File: src/rtl/cpu_types_pkg.sv
// Shared CPU types; holds the request sequencer state encoding.
package cpu_types_pkg;

    typedef enum logic [1:0] {
        FETCH = 2'd0,
        MEM   = 2'd1,
        HALT  = 2'd2
    } reqstate_t;

endpackage

File: src/rtl/sat_counter.sv
// Up-counter that sticks at all-ones instead of wrapping.
module sat_counter #(
    parameter int unsigned W = 32
) (
    input  logic         CLK,
    input  logic         nRST,
    input  logic         inc,
    output logic [W-1:0] cnt
);

    always_ff @(posedge CLK or negedge nRST) begin
        if (!nRST) begin
            cnt <= '0;
        end else if (inc && (cnt != {W{1'b1}})) begin
            cnt <= cnt + W'(1);
        end
    end

endmodule

File: src/rtl/request_unit.sv
// Memory-request sequencer: fetch / data-access / halt control with
// saturating retire and stall counters and a sticky protocol-error flag.
module request_unit
    import cpu_types_pkg::*;
#(
    parameter int unsigned CNT_W       = 32,
    parameter int unsigned MEM_TIMEOUT = 0
) (
    input  logic             CLK,
    input  logic             nRST,
    input  logic             ihit,
    input  logic             dhit,
    input  logic             cu_dRead,
    input  logic             cu_dWrite,
    input  logic             cu_halt,
    output logic             imemREN,
    output logic             dmemREN,
    output logic             dmemWEN,
    output logic             pc_en,
    output logic             halt,
    output logic             req_err,
    output logic [CNT_W-1:0] instr_cnt,
    output logic [CNT_W-1:0] stall_cnt
);

    localparam int unsigned WD_W = (MEM_TIMEOUT > 0) ? $clog2(MEM_TIMEOUT + 1) : 1;

    reqstate_t       state, next_state;
    logic            rd_q, wr_q, err_q;
    logic            next_rd, next_wr, next_err;
    logic [WD_W-1:0] wd_q, next_wd;

    // State register plus latched access kind, watchdog and error flag
    always_ff @(posedge CLK or negedge nRST) begin
        if (!nRST) begin
            state <= FETCH;
            rd_q  <= 1'b0;
            wr_q  <= 1'b0;
            err_q <= 1'b0;
            wd_q  <= '0;
        end else begin
            state <= next_state;
            rd_q  <= next_rd;
            wr_q  <= next_wr;
            err_q <= next_err;
            wd_q  <= next_wd;
        end
    end

    // Next-state and request/retire decode
    always_comb begin
        next_state = state;
        next_rd    = rd_q;
        next_wr    = wr_q;
        next_err   = err_q;
        next_wd    = wd_q;
        imemREN    = 1'b0;
        pc_en      = 1'b0;

        case (state)
            FETCH: begin
                imemREN = 1'b1;
                if (ihit) begin
                    if (cu_halt) begin
                        next_state = HALT;
                    end else if (cu_dRead || cu_dWrite) begin
                        next_state = MEM;
                        next_rd    = cu_dRead & ~cu_dWrite;
                        next_wr    = cu_dWrite;
                        next_wd    = '0;
                        if (cu_dRead && cu_dWrite) begin
                            next_err = 1'b1;
                        end
                    end else begin
                        pc_en = 1'b1;
                    end
                end
            end
            MEM: begin
                if (dhit) begin
                    pc_en      = 1'b1;
                    next_state = FETCH;
                    next_rd    = 1'b0;
                    next_wr    = 1'b0;
                end else if (MEM_TIMEOUT != 0) begin
                    // Flag a stuck access but keep waiting for it
                    if (wd_q == WD_W'(MEM_TIMEOUT - 1)) begin
                        next_err = 1'b1;
                    end
                    if (wd_q != WD_W'(MEM_TIMEOUT)) begin
                        next_wd = wd_q + WD_W'(1);
                    end
                end
            end
            HALT: begin
                next_state = HALT;
            end
            default: begin
                next_state = FETCH;
            end
        endcase
    end

    assign dmemREN = rd_q;
    assign dmemWEN = wr_q;
    assign halt    = (state == HALT);
    assign req_err = err_q;

    sat_counter #(.W(CNT_W)) u_instr_cnt (
        .CLK  (CLK),
        .nRST (nRST),
        .inc  (pc_en),
        .cnt  (instr_cnt)
    );

    sat_counter #(.W(CNT_W)) u_stall_cnt (
        .CLK  (CLK),
        .nRST (nRST),
        .inc  (~pc_en & ~halt),
        .cnt  (stall_cnt)
    );

endmodule

File: config.mk
export PLATFORM = sky130hd
export DESIGN_NAME = request_unit
export DESIGN_NICKNAME = d
export VERILOG_FILES = /design/src/rtl/cpu_types_pkg.sv /design/src/rtl/sat_counter.sv /design/src/rtl/request_unit.sv
export SDC_FILE = /design/constraint.sdc
export NUM_CORES = 1
export LEC_CHECK = 0
export ABC_AREA = 1
export CAP_MARGIN = 10
export CORE_UTILIZATION = 30
export DETAILED_ROUTE_END_ITERATION = 8
export GPL_TIMING_DRIVEN = 0
export PLACE_DENSITY = 0.52
export REMOVE_ABC_BUFFERS = 1
export SYNTH_ARGS = -nofsm -noshare
export SYNTH_HDL_FRONTEND = slang
export SYNTH_HIERARCHICAL = 1
export SYNTH_SLANG_ARGS = --single-unit
export TNS_END_PERCENT = 50
File: constraint.sdc
create_clock -name CLK -period 3 [get_ports CLK]
set_input_delay 0.3 -clock CLK [delete_from_list [all_inputs] [get_ports CLK]]
set_output_delay 0.3 -clock CLK [all_outputs]
set_load 0.1 [all_outputs]
Word level (Yosys, flattened, before mapping) --
Cells that the tools add are included.
Storage, ports and cells: register bits 69, input port bits 7, logic and storage cells 52
Operators by class: add/subtract/negate cells 2, eq/ne operators 9, muxes and demuxes 20, bitwise gates (word level) 6, reductions and logical operators 9
Operators with widths (number):
- adder 32 x 1 -> 32 bit (second input constant) | 2
- inequality test 32 bit (second input constant) | 2
- 2-to-1 mux 1 bit | 12
- AND reduction 5 bit | 2
- 2-to-1 mux 2 bit | 4
- inequality test 2 bit (second input constant) | 4
- case mux 1 bit (2 select lines) | 3
- case mux 2 bit (3 select lines) | 1
- NOT 1 bit | 4
- logical AND 1 bit | 3
- inequality test 3 bit (second input constant) | 1
- AND reduction 3 bit | 1
- bitwise AND 1 bit | 2
- equality test 2 x 1 -> 1 bit (second input constant) | 1
- equality test 2 bit (second input constant) | 1
- logical NOT 2 bit | 1
- nonzero test 2 bit | 1
- logical OR 1 bit | 1

Longest topological paths before layout --
Gate-level depths: netlist of run 1.
depth in word-level cells 8, mapped depth 12, mapped depth without buffers 12

Hierarchy --
The synthesis of run 1 kept the hierarchy.
By module, submodules not included:
- sat_counter (u_stall_cnt) | instances 1, cells an instance 333, area each 2190.9 um^2
- sat_counter (u_instr_cnt) | instances 1, cells an instance 329, area each 2140.8 um^2
- request_unit | instances 1, cells an instance 43, area each 295.3 um^2

Least setup slack after synthesis of run 1 --
No wires, ideal clock.
path type reg-to-reg, start register state[1], end register u_instr_cnt.cnt[26], library setup time 0.123 ns, arrival time 3.742 ns, data required time 2.877 ns, slack -0.865 ns, stages on the path, launching flop included 12, cell sequence dfrtp_1 nor2_1 nand4_1 nand2_1 buf_2 inv_1 nor2_1 nand2_1 nor2_1 nand3_1 nand2_1 nand2_1
On the way: word-level cells in the longest chain between the ends 3
Ends and longest elaborated chain:
- start, declared | line request_unit.sv:28 | reqstate_t state, next_state;
- start signal, assigned | line request_unit.sv:42 | state <= next_state;
- equality test 2 x 1 -> 1 bit / logical NOT 2 bit (equally long branches) | line request_unit.sv:60 | case (state)
- case mux 1 bit (2 select lines) (*) | line request_unit.sv:60
- via pc_en | line request_unit.sv:19 | output logic pc_en,
- logical AND 1 bit (*) | line sat_counter.sv:14 | end else if (inc && (cnt != {W{1'b1}})) begin
- end signal, assigned | line sat_counter.sv:15 | cnt <= cnt + W'(1);
- end, declared | line sat_counter.sv:8 | output logic [W-1:0] cnt
Mark *: on every way through the listed nets, which the timed path passes. The rest lies on a longest branch. A chain may end at the register's enable or synchronous reset.

Worst setup path after layout of run 1 --
start register state[1], end output port pc_en
On the way: word-level cells in the longest chain between the ends 2
Ends and longest elaborated chain (line):
- equality test 2 x 1 -> 1 bit / logical NOT 2 bit (equally long branches) | request_unit.sv:60
- case mux 1 bit (2 select lines) (*) | request_unit.sv:60
- end, declared | request_unit.sv:19
Mark *: on every way between the ends. The rest lies on a longest branch, timed or not.

==> results of run 1 <==
==> metal layers <==
layer / track usage / vias up
met5: 0 / -
met4: 0.0510 / 0
met3: 0.0382 / 11
met2: 0.275 / 111
met1: 0.215 / 2103
li1: - / 2363
==> worst max-delay path: stages, from the launching register on <==
cell and delay (ns):
dfrtp_1 0.43, nor2_1 0.21, nand4_1 0.12, nand2_1 0.39
dlygate4sd2_1 0.93
==> what timing repair did <==
| item | in CTS | in global routing |
|---|---|---|
| hold endpoints to repair | 15 | 0 |
| gates resized for setup | 1 | 2 |
| hold buffers | 1 | 0 |
| setup endpoints to repair | 1 | 7 |
| pin swaps | 0 | 0 |
==> synthesized netlist by cell type (5+ instances only) <==
library cell / instances
nand2_1: 297
nor2_1: 109
dfrtp_1: 69
inv_1: 61
nand3_1: 49
nand4_1: 24
nand3b_1: 16
xnor2_1: 14
nand2_2: 13
nor2_4: 8
o21ai_0: 7
buf_6: 5
nor2_2: 5
==> kinds of logic after synthesis <==
| logic type | Yosys count | share of synthesized area |
|---|---|---|
| compound gates | 13 | 0.0173 |
| xor+xnor | 16 | 0.0303 |
| fa+ha+maj | 2 | 0.00541 |
| buf+inv | 75 | 0.0733 |
| flops | 69 | 0.373 |
| simple gates | 530 | 0.501 |
==> where the power goes <==
part	leakage [nW]	internal, W	total (W)	switching, W
Sequential	0.943	0.00102	0.00115	0.000127
Combinational	1.35	0.000308	0.00139	0.00108
Clock	0.149	0.000660	0.00106	0.000401
==> final cells by class <==
cell class	instances	area, µm²	share of cell area
Clock inverter	5	50.0	0.00854
Inverter	64	240	0.0410
Clock buffer	11	243	0.0414
Tap cell	188	235	0.0402
Timing Repair Buffer	78	795	0.136
Sequential cell	69	1730	0.295
Multi-Input combinational cell	561	2570	0.438
==> metrics by stage <==
| step | utilization | setup slack, ns | std cells | hold slack, ns | cell area [µm²] |
|---|---|---|---|---|---|
| 2_1_floorplan | - | -0.835 | 694 | 0.00441 | 4530 |
| 3_3_place_gp | 0.365 | -0.988 | 958 | 0.460 | 5520 |
| 3_5_place_dp | 0.366 | -0.257 | 959 | 0.182 | 5550 |
| 4_1_cts | 0.386 | 0.0879 | 976 | 0.363 | 5850 |
| 5_1_grt | 0.387 | 0.0947 | 976 | 0.370 | 5860 |
| 6_report | 0.387 | 0.277 | 976 | 0.372 | 5860 |
==> sequential cells by signal, summed over array words and instances (netlist names) <==
register,count
dmemREN,1
dmemWEN,1
req_err,1
state,2
u_instr_cnt/cnt,32
u_stall_cnt/cnt,32
==> worst max path at each step <==
stage | startpoint | endpoint | slack [ns] | cells after the start
2_1_floorplan | state[1] | u_instr_cnt/cnt[26] | -0.83 | 10
3_3_place_gp | nRST | u_stall_cnt/cnt[31] | -0.99 | 1
3_5_place_dp | cu_halt | u_stall_cnt/cnt[26] | -0.26 | 12
4_1_cts | cu_halt | u_stall_cnt/cnt[26] | 0.09 | 12
5_1_grt | cu_halt | u_stall_cnt/cnt[26] | 0.09 | 12
6_report | state[1] | pc_en | 0.28 | 4
==> summary.md, run 1 <==
| Metric | Value |
|---|---|
| Pre-antenna DRT Iters | `5` |
| Global-route wire length before repair | `20800 µm` |
| Slew headroom | `0.342` |
| Worst Setup Start Kind | `flip-flop` |
| Routability cong. | `0.871` |
| Clk slew on worst S/H paths | `0.06 ns` |
| CTS buffer count | `9` |
| Routed wire length | `12600 µm` |
| Clock Latency Late Sink | `0.34 ns` |
| EDFF count, synth | `0` |
| Seq/Total Area, Yosys | `0.373` |
| Required time worst endpoint | `2.70 ns` |
| Die area | `0.0159 mm²` |
| Initial Utilization | `0.305` |
| Synth top area share | `0.373` |
| Status | `finished clean` |
| Via count | `4588` |
| Met2 WL | `5940 µm` |
| Power Total | `0.00360 W` |
| CTS root buffer | `clkbuf_16` |
| Detail Route Antenna Nets | `0` |
| WL met3 | `554 µm` |
| Synthesized instance count | `705` |
| R2R cell count | `12` |
| Cell type with the highest aggregate area in the netlist | `dfrtp_1` |
| Vias in the first global route | `4171` |
| Diode count | `0` |
| Final setup violation count | `0` |
| Top layer in use | `met4` |
| Vias per Instance | `4.70` |
| Reg2Reg Setup Slack | `0.46 ns` |
| Critical path class | `reg -> out` |
| Dpl hpwl | `9480 µm` |
| Endpoint type of the worst setup path | `output port` |
| Leakage | `2.44 nW` |
| Die height | `126 µm` |
| Synth Cell Area | `0.00463 mm²` |
| Met1 wire length | `5940 µm` |
| Ys async rst share | `1.00` |
| Fill cells | `1591` |
| Initial drt markers | `245` |
| Antenna violations before repair | `0` |
| Nets | `792` |
| Area contributors post-synth | `dfrtp_1, nand2_1, nor2_1, nand3_1, inv_1` |
| Port Buf Inserts | `76` |
| R2r endpoint | `u_stall_cnt/cnt[26]` |
| Final period util | `0.908` |
| Max-cap violations | `0` |
| Final hold violation count | `0` |
| Worst Max-Slew Pin Slew | `0.985 ns` |
| Number of distinct library cells after synthesis | `25` |
| CP Max Fanout | `9` |
| Setup TNS | `0 ns` |
| # H-tree levels | `3` |
| Number of clock sinks | `69` |
| Clk_skew | `0.00644 ns` |
| Wire length per cell | `12.9 µm` |
| Fin crit period | `2.72 ns` |
| Setup Buffers After CTS | `0` |
| Row cnt | `45` |
| Total track usage | `0.166` |
| Core region area | `0.0151 mm²` |
| Clock buffer depth | `2` |
| CTS tree | `built` |
| Area grow syn2layout | `26.6%` |
| Most frequent cells in the layout | `nand2_1, nor2_1, clkdlybuf4s50_1, dfrtp_1, inv_1` |
| VDD IR max | `732 µV` |
| Horiz. Die Dim | `126 µm` |
| Synth Register Bits | `69` |
| Worst R2R Start | `state[0]` |
| Min-Delay Path Class | `in -> async` |
| Largest net degree at the start of global routing | `55` |
| RSZ-0062 raised after global routing | `false` |
| Ports | `77` |
| Post-Syn Area per Cell | `6.56 µm²` |
| Top FF cell, synth | `dfrtp_1` |
| Power Density | `615 mW/mm²` |
| Fin. max-slew vios | `0` |
| Layout cells sized above 1 | `0.0685` |
| Worst Path Arrival | `2.42 ns` |
| Fmax | `367 MHz` |
| Residual DRC | `0` |
| Synth warn | `6` |
| Grt total ovfl | `0` |
| Most common cell after layout, fill and taps aside | `nand2_1` |
No activity file was read; power rests on OpenSTA's default activity.
==> run 2: changes to the inputs <==
- ABC_CLOCK_PERIOD_IN_PS: unset -> 3000
- CELL_PAD_IN_SITES_DETAIL_PLACEMENT: unset -> 1
- CELL_PAD_IN_SITES_GLOBAL_PLACEMENT: unset -> 2
- PLACE_DENSITY: 0.52 -> 0.85
==> run 2 against run 1 <==
Total power down 3.2%. Largest cell class unchanged. Non-clock buffer count unchanged. Final cell count shrank 0.41%. Register-to-register slack lost 0.04 ns. Clock power down 13%. Combinational power about the same. Critical path type unchanged. Wire length increased by 18%. Sequential cell count did not move. Hold slack improved by 0.017 ns. Critical endpoint unchanged. Global-route usage grew 3.3 points. Clock skew grew 0.0020 ns. Maximum frequency down 1.4%.
==> summary.md, run 2 (synthesis gave the netlist of run 1 again) <==
| Metric | Value |
|---|---|
| Status | `finished clean` |
| Post-place setup slack | `-0.463 ns` |
| Vias per Instance | `4.90` |
| CTS root buffer | `clkbuf_16` |
| Final setup violation count | `0` |
| VDD IR max | `705 µV` |
| Critical path class | `reg -> out` |
| Row cnt | `45` |
| Final WS setup | `0.238 ns` |
| Global-route wire length before repair | `25100 µm` |
| CP max stage delay | `0.92 ns` |
| Worst Max-Slew Pin Slew | `0.995 ns` |
| Biggest regs | `u_instr_cnt/cnt (32), u_stall_cnt/cnt (32), state (2)` |
| Leakage | `2.41 nW` |
| Port Buf Inserts | `76` |
| Max-cap violations | `0` |
| Final hold violation count | `0` |
| Fill cells | `1974` |
| CTS tree | `built` |
| Slew headroom | `0.335` |
| Post-layout util | `0.383` |
| Final period util | `0.921` |
| CTS buffer count | `9` |
| Initial Utilization | `0.305` |
| Power Density | `601 mW/mm²` |
| Dpl hpwl | `11300 µm` |
| Diode count | `0` |
| Die height | `126 µm` |
| Most common cell after layout, fill and taps aside | `nand2_1` |
| Via count | `4759` |
| Setup Buffers After CTS | `0` |
| Initial drt markers | `182` |
| # H-tree levels | `3` |
| Largest net degree at the start of global routing | `53` |
| Ports | `77` |
| Routed wire length | `14800 µm` |
| Area grow syn2layout | `25.4%` |
| RSZ-0062 raised after global routing | `false` |
| Clk_skew | `0.00843 ns` |
| Required time worst endpoint | `2.70 ns` |
| Power Total | `0.00349 W` |
| Nets | `792` |
| Fin. max-slew vios | `0` |
| Horiz. Die Dim | `126 µm` |
| Worst path slowest cell | `dlygate4sd2_1` |
| Fmax | `362 MHz` |
| Residual DRC | `0` |
| Endpoint type of the worst setup path | `output port` |
| Worst-path cell chain | `nor2_1 > nand4_1 > nand2_1 > dlygate4sd2_1` |
| Worst Setup Start Kind | `flip-flop` |
| Clk slew on worst S/H paths | `0.06 ns` |
| Most frequent cells in the layout | `nand2_1, nor2_1, clkdlybuf4s50_1, dfrtp_1, inv_1` |
| Wire length per cell | `15.3 µm` |
| Pre-antenna DRT Iters | `4` |
| Antenna violations before repair | `0` |
| Detail Route Antenna Nets | `0` |
| Total track usage | `0.199` |
| Core region area | `0.0151 mm²` |
| Fin crit period | `2.76 ns` |
| Min-Delay Path Class | `in -> async` |
| Clock Latency Late Sink | `0.34 ns` |
| Non-Filler Instances | `972` |
| Routability cong. | `0.855` |
| Grt total ovfl | `0` |
| Clock buffer depth | `2` |
| Die area | `0.0159 mm²` |
| Number of clock sinks | `69` |
| CP Max Fanout | `9` |
| Layout cells sized above 1 | `0.0625` |
| Vias in the first global route | `5096` |
| Worst Path Arrival | `2.46 ns` |
| Inst Count DP | `959` |
| Hold slack | `0.389 ns` |
[run 2: cell types whose count changed in the layout (fill, tap and decap cells not counted)]
cell       delta
bufinv_16     -1
clkbuf_1      +2
clkbuf_8      -1
clkinv_2      -4
nor2_1        -1
nor2_2        +1
[run 2: where the power goes]
part | switching [W] | internal, W
Combinational | 0.00111 | 0.000309
Sequential | 0.000124 | 0.00103
Clock | 0.000383 | 0.000542
[run 2: cell type report]
type,instances,area (µm²),share of cell area
inverters,64,240,0.0414
well taps,188,235,0.0405
multi-input cells,561,2570,0.443
flip-flops and latches,69,1730,0.297
clock buffers,12,236,0.0407
repair buffers,78,795,0.137
[run 2: worst paths after layout]
check	slack, ns	startpoint	depth (start not counted)	to
max	0.24	state[1]	4	pc_en
min	0.39	nRST	2	u_instr_cnt/cnt[30]
max reg2reg	0.42	state[0]	12	u_stall_cnt/cnt[22]
min reg2reg	0.48	req_err	1	req_err
max in group asynchronous	2.05	nRST	3	u_stall_cnt/cnt[29]
min in group CLK	0.48	req_err	1	req_err
[run 2: worst max-delay path: cells and delay by family, from the launching register on]
kind          cells  cell delay (ns)
buf+inv           1             0.92
simple gates      3             0.78
flops             1             0.43
[run 2: per-layer routing]
layer | part of all wire | track usage | vias to the layer above
met1 | 0.47 | 0.251 | 2307
met5 | 0 | 0 | -
met2 | 0.48 | 0.346 | 81
met3 | 0.029 | 0.0272 | 21
met4 | 0.021 | 0.0744 | 0
li1 | - | - | 2350
[run 2: metrics by stage]
stage	setup TNS, ns	cell area [µm²]
after floorplan	-38.90	4530
after global placement	-78.77	5520
after detailed placement	-2.58	5550
after CTS	0	5800
after global routing	0	5800
final	0	5800
[run 2: what timing repair did]
action,4_1_cts,5_1_grt
endpoints found under the hold margin,17,0
resized for setup,2,2
hold buffers,1,0
setup endpoints to repair,4,5
gates cloned,0,0
